==> src/rtl/mem_wb_stage.sv <==
// MEM/WB pipeline stage: 32x64 data memory, branch resolve and writeback registers.
// Optional MEMWB_ALIGN_CHECK_EN flags misaligned accesses via a sticky align_err.
module mem_wb_stage (
  input  logic        CLOCK,
  input  logic        RESET_N,
  input  logic        ex_valid,
  input  logic        ex_isZeroBranch,
  input  logic        ex_isUnconBranch,
  input  logic        ex_memRead,
  input  logic        ex_memwrite,
  input  logic        ex_regwrite,
  input  logic        ex_mem2reg,
  input  logic [63:0] ex_shifted_pc,
  input  logic        ex_alu_zero,
  input  logic [63:0] ex_alu_result,
  input  logic [63:0] ex_write_data,
  input  logic [4:0]  ex_write_reg,
  output logic        branch_taken,
  output logic [63:0] branch_target,
  output logic        wb_valid,
  output logic        wb_regwrite,
  output logic [4:0]  wb_write_reg,
  output logic [63:0] wb_write_data,
  output logic [63:0] wb_mem_data,
  output logic [63:0] wb_alu_result,
  output logic        align_err
);

  localparam int unsigned Depth = 32;

  logic [4:0]  mem_idx;
  logic [63:0] rd_word [Depth];
  logic        misalign;
  logic        mem_we;
  logic        unused_addr;

  logic        valid_q;
  logic        regwrite_q;
  logic [4:0]  write_reg_q;
  logic [63:0] mem_data_q;
  logic [63:0] alu_result_q;
  logic        mem2reg_q;

  assign mem_idx     = ex_alu_result[7:3];
  assign unused_addr = ^{ex_alu_result[63:8], ex_alu_result[2:0]};

`ifdef MEMWB_ALIGN_CHECK_EN
  logic align_q;

  assign misalign = ex_valid & (ex_memRead | ex_memwrite) & (ex_alu_result[2:0] != 3'b000);

  always_ff @(posedge CLOCK or negedge RESET_N) begin
    if (!RESET_N) begin
      align_q <= 1'b0;
    end else if (misalign) begin
      align_q <= 1'b1;
    end
  end

  assign align_err = align_q;
`else
  assign misalign  = 1'b0;
  assign align_err = 1'b0;
`endif

  // Reset level is sampled here so a store landing on an edge during reset is dropped.
  assign mem_we = RESET_N & ex_valid & ex_memwrite & ~misalign;

  // Memory words carry their power-up contents and are deliberately outside the reset domain.
  for (genvar i = 0; i < Depth; i++) begin : g_mem
    logic [63:0] word_q = 64'(i);

    always_ff @(posedge CLOCK) begin
      if (mem_we && (mem_idx == 5'(i))) begin
        word_q <= ex_write_data;
      end
    end

    assign rd_word[i] = word_q;
  end

  always_ff @(posedge CLOCK or negedge RESET_N) begin
    if (!RESET_N) begin
      valid_q      <= 1'b0;
      regwrite_q   <= 1'b0;
      write_reg_q  <= 5'd0;
      mem_data_q   <= 64'd0;
      alu_result_q <= 64'd0;
      mem2reg_q    <= 1'b0;
    end else begin
      valid_q      <= ex_valid;
      regwrite_q   <= ex_valid & ex_regwrite & (ex_write_reg != 5'd31) & ~misalign;
      write_reg_q  <= ex_write_reg;
      alu_result_q <= ex_alu_result;
      mem2reg_q    <= ex_mem2reg;
      if (ex_valid && ex_memRead) begin
        mem_data_q <= rd_word[mem_idx];
      end
    end
  end

  assign branch_taken  = ex_valid & ((ex_isZeroBranch & ex_alu_zero) | ex_isUnconBranch);
  assign branch_target = ex_shifted_pc;

  assign wb_valid      = valid_q;
  assign wb_regwrite   = regwrite_q;
  assign wb_write_reg  = write_reg_q;
  assign wb_mem_data   = mem_data_q;
  assign wb_alu_result = alu_result_q;
  assign wb_write_data = mem2reg_q ? mem_data_q : alu_result_q;

endmodule
==> config.mk <==
export PLATFORM = sky130hd
export DESIGN_NAME = mem_wb_stage
export DESIGN_NICKNAME = d
export VERILOG_FILES = /design/src/rtl/mem_wb_stage.sv
export SDC_FILE = /design/constraint.sdc
export NUM_CORES = 2
export LEC_CHECK = 0
export BUFFER_PORTS_ARGS = -buffer_cell sky130_fd_sc_hd__buf_2
export CAP_MARGIN = 20
export CORE_ASPECT_RATIO = 0.9
export CORE_MARGIN = 8
export CORE_UTILIZATION = 45
export CTS_CLUSTER_SIZE = 16
export DETAILED_ROUTE_END_ITERATION = 10
export HOLD_SLACK_MARGIN = 0.12
export MAX_ROUTING_LAYER = met4
export PLACE_DENSITY = 0.61
export SLEW_MARGIN = 30
export SYNTH_ARGS = -nofsm -noshare
export SYNTH_HDL_FRONTEND = slang
export SYNTH_SLANG_ARGS = --single-unit
export TNS_END_PERCENT = 5
==> constraint.sdc <==
create_clock -name CLOCK -period 3.9 [get_ports CLOCK]
set_input_delay 0.39 -clock CLOCK [delete_from_list [all_inputs] [get_ports CLOCK]]
set_output_delay 0.39 -clock CLOCK [all_outputs]
set_load 0.05 [all_outputs]
==> impl_metrics.env <==
export IMPL_start_kind="flop"
export IMPL_syn_nets=4154
export IMPL_first_global_vias=43300
export IMPL_grt_pass1_wl_mm=319
export IMPL_final_layout_size_suffix_gt1_share_pct=30.8
export IMPL_yosys_area_share_simple_pct=0.935
export IMPL_finalHoldViolations=0
export IMPL_placementRows=151
export IMPL_synth_yosys_seq_area_share_pct=76.7
export IMPL_sequential_cell_area_um2=64900
export IMPL_final_core_util_pct=52.3
export IMPL_tritoncts_num_sinks=2184
export IMPL_finalClockSkew_ns=0.0526
export IMPL_port_buffer_count=342
export IMPL_grt_overflow_total=0
export IMPL_worst_setup_path_end_kind="primary output"
export IMPL_number_of_antenna_violations_at_the_first_check_in_global_routing=9
export IMPL_synth_top_family_by_area="multiplexers"
export IMPL_area_growth_syn_to_layout_pct=15.8
export IMPL_ctsRootBufferMaster="sky130_fd_sc_hd__clkbuf_16"
export IMPL_post_dp_hpwl_mm=114
export IMPL_r2r_slack_ns=2.19
export IMPL_setup_violations=0
export IMPL_p_per_area_nw_per_um2=507
export IMPL_synthCells=3947
export IMPL_synth_compound_gate_area_share_pct=3.52
export IMPL_total_vias_in_the_final_route=42600
export IMPL_yosysWarnings=0
export IMPL_dr_first_iter_drc_count=4765
export IMPL_postSynth_asyncResetShare_pct=6.23
export IMPL_fillCellCount=14800
export IMPL_detailedRoute_firstPassIterationCount=6
export IMPL_path_clk_slew_ns=0.06
export IMPL_postLayoutCellArea_um2=97900
export IMPL_grt_max_degree=105
export IMPL_layout_nets=4697
export IMPL_worst_hold_path_type="in -> reg"
export IMPL_post_synth_fa_ha_maj_area_fraction_pct=0
export IMPL_htree_levels=4
export IMPL_post_route_ant_nets=0
export IMPL_coreArea_um2=187000
export IMPL_min_period_over_period_pct=79.0
export IMPL_synthXorXnorAreaFrac_pct=0
export IMPL_totalWireLength_mm=223
export IMPL_cts_max_path_buffers=3
export IMPL_clk_insertion_delay_late_ns=0.86
export IMPL_floorplan_initialDensity_pct=45.1
export IMPL_globalplace_congestion=0.742
export IMPL_finalMaxSlewViolations=0
export IMPL_post_cts_repair_setup_buffers=0
export IMPL_fin_total_pwr_w=0.0497
export IMPL_tritoncts="done"
export IMPL_drt_wirelength_per_cell_um=31.0
export IMPL_timing_max_cap_violations=0
export IMPL_remaining_drc_errors=0
export IMPL_critical_path_arrival_ns=2.69
export IMPL_crit_required_ns=3.51
export IMPL_post_synth_cell_area_avg_um2=21.4
export IMPL_global_route_usage_sum_pct=22.3
export IMPL_most_common_layout_cells="2048 x sky130_fd_sc_hd__edfxtp_1, 448 x sky130_fd_sc_hd__mux2_2, 337 x sky130_fd_sc_hd__buf_2, 215 x sky130_fd_sc_hd__clkbuf_16, 183 x sky130_fd_sc_hd__mux4_2"
export IMPL_regMostFlops="g_mem.word_q"
export IMPL_leakagePower_nw=32.4
export IMPL_outcome="finished, final reports clean"
export IMPL_ys_dominant_reg_cell="sky130_fd_sc_hd__edfxtp_1"
export IMPL_fp_dieArea_um2=202000
export IMPL_synth_edf_count=2048
export IMPL_final_min_clock_period_ns=3.08
export IMPL_irDropWorstVdd_mv=0.491
export IMPL_die_x_um=473
export IMPL_slew_limit_headroom_pct=38.9
export IMPL_yosysUniqueCellTypes=34
export IMPL_fin_hold_ws_ns=0.180
export IMPL_ys_seq_elements=2184
export IMPL_worst_path_max_fanout=35
export IMPL_max_reg_flops=2048
export IMPL_post_drt_via_cell_ratio=5.90
export IMPL_mappedNetlistArea_um2=84600
export IMPL_dpl_cell_area_um2=89600
export IMPL_worst_slew_pin_transition_ns=0.917
export IMPL_multi_input_combinational_cell_area_um2=18100
export IMPL_critical_path_class="reg -> out"
export IMPL_vertical_die_dimension_um=427
export IMPL_io_pins=472
export IMPL_cts_made_buffers=213
export IMPL_setup_repair_after_global_routing_missed_its_margin="no"
export IMPL_muxShareOfSynthArea_pct=16.6
export IMPL_final_common_cell="sky130_fd_sc_hd__edfxtp_1"
export IMPL_maxClockFrequency_mhz=325
-- path summary, 6_finish.rpt --
path,from,end,cells past startpoint
hold reg to reg,wb_mem_data[0]$_DFFE_PN0P_,wb_mem_data[0]$_DFFE_PN0P_,1
hold / removal,ex_alu_result[40],wb_alu_result[40]$_DFF_PN0_,2
max in group asynchronous,RESET_N,wb_mem_data[9]$_DFFE_PN0P_,3
setup / recovery,mem2reg_q$_DFF_PN0_,wb_write_data[19],3
setup reg to reg,g_mem[6].word_q[28]$_DFFE_PP_,wb_mem_data[28]$_DFFE_PN0P_,4
min in group asynchronous,RESET_N,wb_mem_data[23]$_DFFE_PN0P_,3
-- where the power goes --
part | switching [W] | internal (W)
combinational | 0.00229 | 0.00111
sequential | 0.000237 | 0.0259
clock | 0.00891 | 0.0112
total | 0.0114 | 0.0382
-- stage by stage --
| stage | cells | setup WS (ns) | TNS [ns] |
|---|---|---|---|
| finish | 7208 | 0.819 | 0 |
| global route | 7207 | 0.684 | 0 |
| CTS | 7201 | 0.709 | 0 |
| detailed placement | 6650 | 0.754 | 0 |
| global placement | 6649 | 0.814 | 0 |
| floorplan | 3947 | -0.804 | -1242.00 |
-- metal layers --
metal,global-route usage [%],vias up,part of all wire [%]
li1,-,17600,-
met1,31.3,22800,43
met2,34.9,1802,48
met3,3.53,357,7.3
met4,5.26,0,2.3
met5,-,-,0
-- synthesized netlist by cell type (3+ instances only) --
cell / instances / area (µm²)
sky130_fd_sc_hd__a21oi_1: 129 / 646
sky130_fd_sc_hd__a222oi_1: 64 / 641
sky130_fd_sc_hd__and3b_1: 3 / 26.3
sky130_fd_sc_hd__buf_1: 5 / 18.8
sky130_fd_sc_hd__buf_2: 81 / 405
sky130_fd_sc_hd__buf_4: 86 / 646
sky130_fd_sc_hd__buf_6: 34 / 383
sky130_fd_sc_hd__buf_8: 7 / 105
sky130_fd_sc_hd__clkbuf_1: 73 / 274
sky130_fd_sc_hd__dfrtp_1: 136 / 3400
sky130_fd_sc_hd__edfxtp_1: 2048 / 61500
sky130_fd_sc_hd__mux2_2: 448 / 5040
sky130_fd_sc_hd__mux2i_1: 128 / 1280
sky130_fd_sc_hd__mux4_1: 137 / 3600
sky130_fd_sc_hd__mux4_2: 183 / 4120
sky130_fd_sc_hd__nand2_1: 133 / 499
sky130_fd_sc_hd__nand2b_1: 4 / 25.0
sky130_fd_sc_hd__nor2_1: 30 / 113
sky130_fd_sc_hd__nor3_1: 4 / 20.0
sky130_fd_sc_hd__o2111ai_1: 64 / 561
sky130_fd_sc_hd__o211a_1: 64 / 641
sky130_fd_sc_hd__o211ai_1: 64 / 480
sky130_fd_sc_hd__or3_1: 6 / 37.5
-- final cells by class --
| cell class | count | share of cell area, % |
|---|---|---|
| flip-flops and latches | 2184 | 66.3 |
| inverters | 1 | 0.00383 |
| clock inverters | 107 | 1.02 |
| clock buffers | 295 | 5.99 |
| well taps | 2524 | 3.22 |
| multi-input cells | 1474 | 18.5 |
| diodes | 7 | 0.0179 |
| repair buffers | 616 | 4.96 |
-- critical path: stages, from the launching register on --
cell and delay (ns):
sky130_fd_sc_hd__dfrtp_4 0.85, sky130_fd_sc_hd__buf_12 0.33, sky130_fd_sc_hd__mux2_2 0.38, sky130_fd_sc_hd__buf_2 0.21
-- kinds of logic (layout without fill, tap and decap cells) --
kind of cell           after synthesis  after routing
multiplexers                       896            896
AO/OA/AOI/OAI                      386            386
AND/OR/NAND/NOR                    191            191
flip-flops                        2184           2184
other                                1              8
buffers and inverters              289           1019
-- repair_timing --
item	in CTS	in global routing
hold endpoints to repair	2255	0
gates resized for setup	0	0
hold buffers	149	0
No activity file was read; power rests on OpenSTA's default activity.
